### src/rtl/button_event_if.sv
// Event delivery channel between the button decoder and the harness control logic.
// The decoder drives event_valid/event_code and the consumer answers with event_ready.
interface button_event_if;
   logic       event_valid;
   logic       event_ready;
   logic [1:0] event_code;

   modport master (output event_valid, output event_code, input event_ready);
   modport slave  (input event_valid, input event_code, output event_ready);
endinterface

### src/rtl/button_event_decoder.sv
// Button event decoder: turns the filtered active-low button level into
// SHORT / LONG / REPEAT / LONG_RELEASE events held in a one-entry valid/ready
// output register. It also counts presses and events lost to back-pressure.
// Optional feature macro: BUTTON_REPEAT_EN enables REPEAT events while held.
module button_event_decoder #(
   parameter int LONG_CYCLES   = 1000,
   parameter int REPEAT_CYCLES = 250
) (
   input  logic                  clk,
   input  logic                  n_reset,
   input  logic                  signal_in,
   button_event_if.master        ev,
   output logic                  held,
   output logic [15:0]           press_count,
   output logic [7:0]            drop_count
);

   localparam int CW = $clog2((LONG_CYCLES > REPEAT_CYCLES) ? LONG_CYCLES : REPEAT_CYCLES) + 1;
   localparam logic [CW-1:0] LONG_LAST = CW'(LONG_CYCLES - 1);

   localparam logic [1:0] CODE_SHORT        = 2'd0;
   localparam logic [1:0] CODE_LONG         = 2'd1;
   localparam logic [1:0] CODE_LONG_RELEASE = 2'd3;

`ifdef BUTTON_REPEAT_EN
   localparam logic [1:0]    CODE_REPEAT = 2'd2;
   localparam logic [CW-1:0] REP_LAST    = CW'(REPEAT_CYCLES - 1);
`endif

   typedef enum logic [1:0] {
      IDLE    = 2'd0,
      PRESSED = 2'd1,
      HELD    = 2'd2
   } state_t;

   state_t        state;
   state_t        next_state;
   logic          sig_q;
   logic          fall;
   logic [CW-1:0] hold_cnt;
   logic [CW-1:0] next_hold;
   logic          issue;
   logic [1:0]    issue_code;

`ifdef BUTTON_REPEAT_EN
   logic [CW-1:0] rep_cnt;
   logic [CW-1:0] next_rep;
`endif

   // sig_q resets high so a button already held at reset release reads as a fresh press
   assign fall = sig_q & ~signal_in;

   // State register with the hold/repeat counters and the previous input sample
   always_ff @(posedge clk or negedge n_reset) begin
      if (!n_reset) begin
         state    <= IDLE;
         sig_q    <= 1'b1;
         hold_cnt <= '0;
         held     <= 1'b0;
`ifdef BUTTON_REPEAT_EN
         rep_cnt  <= '0;
`endif
      end else begin
         state    <= next_state;
         sig_q    <= signal_in;
         hold_cnt <= next_hold;
         held     <= (next_state != IDLE);
`ifdef BUTTON_REPEAT_EN
         rep_cnt  <= next_rep;
`endif
      end
   end

   // Press classification: next state, counter updates and which event (if any) to issue
   always_comb begin
      next_state = state;
      next_hold  = hold_cnt;
      issue      = 1'b0;
      issue_code = CODE_SHORT;
`ifdef BUTTON_REPEAT_EN
      next_rep   = rep_cnt;
`endif
      unique case (state)
         IDLE: begin
            if (fall) begin
               next_state = PRESSED;
               next_hold  = CW'(1);
            end
         end
         PRESSED: begin
            if (signal_in) begin
               issue      = 1'b1;
               issue_code = CODE_SHORT;
               next_state = IDLE;
            end else if (hold_cnt == LONG_LAST) begin
               issue      = 1'b1;
               issue_code = CODE_LONG;
               next_state = HELD;
`ifdef BUTTON_REPEAT_EN
               next_rep   = '0;
`endif
            end else begin
               next_hold = hold_cnt + CW'(1);
            end
         end
         HELD: begin
            if (signal_in) begin
               issue      = 1'b1;
               issue_code = CODE_LONG_RELEASE;
               next_state = IDLE;
`ifdef BUTTON_REPEAT_EN
            end else if (rep_cnt == REP_LAST) begin
               issue      = 1'b1;
               issue_code = CODE_REPEAT;
               next_rep   = '0;
            end else begin
               next_rep = rep_cnt + CW'(1);
`endif
            end
         end
         default: begin
            next_state = IDLE;
         end
      endcase
   end

   // One-entry output register: a new event loads only when the slot is free or being
   // accepted on this edge; otherwise it is discarded and counted as dropped
   always_ff @(posedge clk or negedge n_reset) begin
      if (!n_reset) begin
         ev.event_valid <= 1'b0;
         ev.event_code  <= 2'd0;
         press_count    <= 16'd0;
         drop_count     <= 8'd0;
      end else begin
         if (issue) begin
            if (!ev.event_valid || ev.event_ready) begin
               ev.event_valid <= 1'b1;
               ev.event_code  <= issue_code;
            end else if (drop_count != 8'hFF) begin
               drop_count <= drop_count + 8'd1;
            end
            if (issue_code == CODE_SHORT || issue_code == CODE_LONG) begin
               press_count <= press_count + 16'd1;
            end
         end else if (ev.event_valid && ev.event_ready) begin
            ev.event_valid <= 1'b0;
         end
      end
   end

endmodule

### src/flat_wrapper.sv
// flat-port wrapper written by rule: the top's interface ports become plain ports
module button_event_decoder_flat 
#(
   parameter int LONG_CYCLES   = 1000,
   parameter int REPEAT_CYCLES = 250
)
  (clk, n_reset, signal_in, held, press_count, drop_count, ev_event_valid, ev_event_code, ev_event_ready);
  button_event_if ev_i ();
  input  logic clk;
  input  logic n_reset;
  input  logic signal_in;
  output logic held;
  output logic [15:0] press_count;
  output logic [7:0] drop_count;
  output wire logic [$bits(ev_i.event_valid)-1:0] ev_event_valid;
  output wire logic [$bits(ev_i.event_code)-1:0] ev_event_code;
  input wire logic [$bits(ev_i.event_ready)-1:0] ev_event_ready;
  assign ev_event_valid = ev_i.event_valid;
  assign ev_event_code = ev_i.event_code;
  assign ev_i.event_ready = ev_event_ready;
  button_event_decoder #(.LONG_CYCLES(LONG_CYCLES), .REPEAT_CYCLES(REPEAT_CYCLES)) u_core (.clk(clk), .n_reset(n_reset), .signal_in(signal_in), .ev(ev_i), .held(held), .press_count(press_count), .drop_count(drop_count));
endmodule
### config.mk
export PLATFORM = sky130hd
export DESIGN_NAME = button_event_decoder_flat
export DESIGN_NICKNAME = d
export VERILOG_FILES = /design/src/rtl/button_event_if.sv /design/src/rtl/button_event_decoder.sv /design/src/flat_wrapper.sv
export SDC_FILE = /design/constraint.sdc
export NUM_CORES = 1
export LEC_CHECK = 0
export CAP_MARGIN = 10
export CORE_ASPECT_RATIO = 0.6
export CORE_MARGIN = 8
export CORE_UTILIZATION = 54
export CTS_CLUSTER_DIAMETER = 30
export DETAILED_ROUTE_END_ITERATION = 8
export PLACE_DENSITY = 0.76
export SLEW_MARGIN = 10
export SYNTH_ARGS = -nofsm -noshare
export SYNTH_HDL_FRONTEND = slang
export SYNTH_SLANG_ARGS = --single-unit
### constraint.sdc
create_clock -name clk -period 2.8 [get_ports clk]
set_input_delay 0.56 -clock clk [delete_from_list [all_inputs] [get_ports clk]]
set_output_delay 0.56 -clock clk [all_outputs]
set_load 0.005 [all_outputs]
==> results.md <==
* PD cells at between 400 and 500 mW/mm2
* Clock latency at the later pin of the worst-skew pair at around 300 ps
* Max Root-Sink Buffers at 2
* Global route total overflow at 0
* Period utilisation layout at between 80 and 90%
* Placed Area at roughly 0.0026 mm2
* Critical path buffers and inverters at 2
* First-pass GRT wire length at slightly above 8000 um
* Pre-CTS WS at a little over 200 ps
* WL/cell at about 16 um
* Most frequent cell after synthesis: dfrtp_1
* RSZ-0062 raised after global routing: no
* HPWL Detailed at approximately 3400 um
* Fill count at 311
* Crit path time final at about 2400 ps
* DR vias/cell at 5.878
* Netlist Area Pre-Place at about 0.0022 mm2
* Htree depth at 2
* Fmax achieved at between 400 and 500 MHz
* Sequential share of power at approximately half
* Area of the multi-input gates at 0.001122 mm2
* Die extent in y at roughly 66 um
* Largest cells by area after synthesis: dfrtp_1 (46%), xnor2_1 (5.1%), xor2_1 (5.1%)
* Final WS setup at 392.7 ps
* CP max FO at 15
* Post-CTS resize count at 0
* Commonest cells in the netlist: dfrtp_1 (41), nand4_1 (13), xnor2_1 (13), xor2_1 (13)
* Mapped Nets at between 200 and 250
* Signal arrival time at the worst endpoint at 2630 ps
* Min-delay worst type: primary input to async pin
* Setup violations, final at 0
* Hold slack at between 300 and 400 ps
* Routability congestion estimate from global placement at 0.8711
* FF/Latch Area at about 0.0011 mm2
* Register bit total from synthesis at 42
* Crit Path Category: register to register
* Antenna cells at 0
* Max_slew headroom at roughly two fifths
* YS warnings at 0
* Drc violations at 0
* Initial Util at a little under three fifths
* Clock-pin slew on the worst setup and hold paths at around 80 ps
* Die ar. at around 0.0065 mm2
* Clk sink count at 42
* Share of layout cells above drive strength 1 at 12.20%
* Sw Share at roughly 25%
* Largest net degree at the start of global routing at 43
* Final instance area at between 0.002 and 0.003 mm2
* Top Ports at 32
* Antenna viol nets, final at 0
* Crit path max-delay family: simple AND/OR/NAND/NOR gates
* Crit path capture type: register
* IO Port Bufs at 31
* Root Driver: clkbuf_8
* Detailed Route WL at 4698 um
* Switching power at roughly 340 uW
* Area of the core at between 0.004 and 0.005 mm2
* Syn_area_per_cell at roughly 11 um2
* Initial detailed-routing violation count at 92
* Final setup TNS at 0 ps
* Sequential fraction of the synthesis area at 46.88%
* Hold buffer count at cts at 0
* CP max stage cell: a2111oi_1
* Area share of the largest cell type after synthesis at between 40% and 50%
* Area delta synth->final at 22.52%
* Synth cell types at 46
* Syn Inst Count at roughly 210
* Vias in the first global route at 1,750
* Tot GR Track Use at between 10% and 20%
* Worst ir drop on vdd at around 0.00034 V
* Initial antenna violation count at 0
* Fin nets at between 200 and 300
* Final Hold Violating Endpoints at 0
* CTS buffer count at 5
* Max Slew Vio Count at 0
* Via count at about 1,700
* Area leader, netlist: dfrtp_1
* Max_cap viols at 0
* Status: completed
* Slowest stage delay, CP at between 500 and 600 ps
* Max Clock Skew at 8.246 ps
* CP cell instances: inv_1 -> ha_1 -> nand3b_1 -> or4_1 -> buf_4 -> a2111oi_1 -> xor2_1
* EDFF count, synth at 0
* Prevailing post-synth register cell: dfrtp_1
* Pint at ~1000 uW
* LEAKAGE at 0.001213 uW
* CTS tree: built
* Post-CTS setup buffer count at 0
* Row count at 18
* Die width at between 90 and 100 um
* Startpoint types: register
* Post-synth ARST share at between 90% and 100%
* First drt pass iteration count at 4
* Worst path required time at 3020 ps
* Combinational fraction of design power at between 10 and 15%
* Worst-margin pin slew at 905.6 ps
* Clock network fraction of design power at between 30% and 40%
## area by class of cell
class                           count  area share [%]
Timing Repair Buffer               40           13.56
Multi-Input combinational cell    147           40.81
Inverter                            9           1.228
Tap cell                           50           2.275
Clock buffer                        7           2.775
Clock inverter                      1           1.092
Sequential cell                    42           38.26
## worst register-to-register path, stage by stage (launching register included)
cell and delay (ps):
dfrtp_1 420, inv_1 100, ha_1 380, nand3b_1 100, or4_1 410, buf_4 220, a2111oi_1 520, xor2_1 200
## power groups by stage
stage                     Combinational [uW]  Clock (uW)  Sequential (uW)
after detailed placement                 198           0              678
after global placement                   192           0              677
after CTS                                198         487              667
after global routing                     219         519              672
final                                    197         473              666
after floorplan                          106           0              674
## final timing paths
check	slack [ps]	cells after the start	end	startpoint
worst max-delay path	390	7	u_core.press_count[8]	u_core.state[1]
worst min-delay path	390	1	u_core.drop_count[6]	n_reset
worst max register to register	390	7	u_core.press_count[8]	u_core.state[1]
worst min register to register	490	1	u_core.press_count[10]	u_core.press_count[10]
max in group asynchronous	1850	1	u_core.press_count[11]	n_reset
min in group clk	490	1	u_core.press_count[10]	u_core.press_count[10]
## layout by cell type (no fill, tap or decap), types with 3 or more instances in the layout
cell / Yosys / final
a2111oi_1: 4 / 4
a211oi_1: 3 / 3
a21oi_1: 5 / 5
and3_1: 6 / 6
buf_4: 0 / 9
clkbuf_8: 0 / 5
clkdlybuf4s50_1: 0 / 30
dfrtp_1: 41 / 41
ha_1: 7 / 7
inv_1: 9 / 9
mux2_2: 6 / 6
nand2_1: 10 / 10
nand2b_1: 4 / 4
nand3_1: 10 / 10
nand4_1: 13 / 13
nor2_1: 9 / 9
o21ai_0: 4 / 4
or4_1: 3 / 3
xnor2_1: 13 / 13
xor2_1: 13 / 13
## flip-flops by register name, indices dropped and copies added, names as in the netlist
| name | count |
|---|---|
| u_core.sig_q | 1 |
| u_core.hold_cnt | 11 |
| u_core.press_count | 16 |
| u_core.ev.event_valid | 1 |
| u_core.drop_count | 8 |
| u_core.state | 2 |
| u_core.ev.event_code | 2 |
| u_core.held | 1 |
## per-stage QoR
step	total power [uW]	utilization, %	instances
6_report	1336	67.84	296
5_1_grt	1410	67.84	296
4_1_cts	1352	67.84	296
3_5_place_dp	875.8	65.22	288
3_3_place_gp	869.4	65.22	288
2_1_floorplan	779.7	-	205
## layer usage
layer  up-vias  share of wire, %  GRT usage (%)
li1        839                 -              -
met1       849                51          21.08
met2        45                42          22.65
met4         0               1.0          5.618
met3         7               6.7          6.092
met5         -                 0              0
## cell families after synthesis
family	share of synthesized area (%)
AO/OA/AOI/OAI	13.66
XOR/XNOR	10.14
adder cells (fa/ha/maj)	3.902
buffers and inverters	3.121
flip-flops	46.88
multiplexers	3.456
AND/OR/NAND/NOR	18.84
No activity file was read; power rests on OpenSTA's default activity.
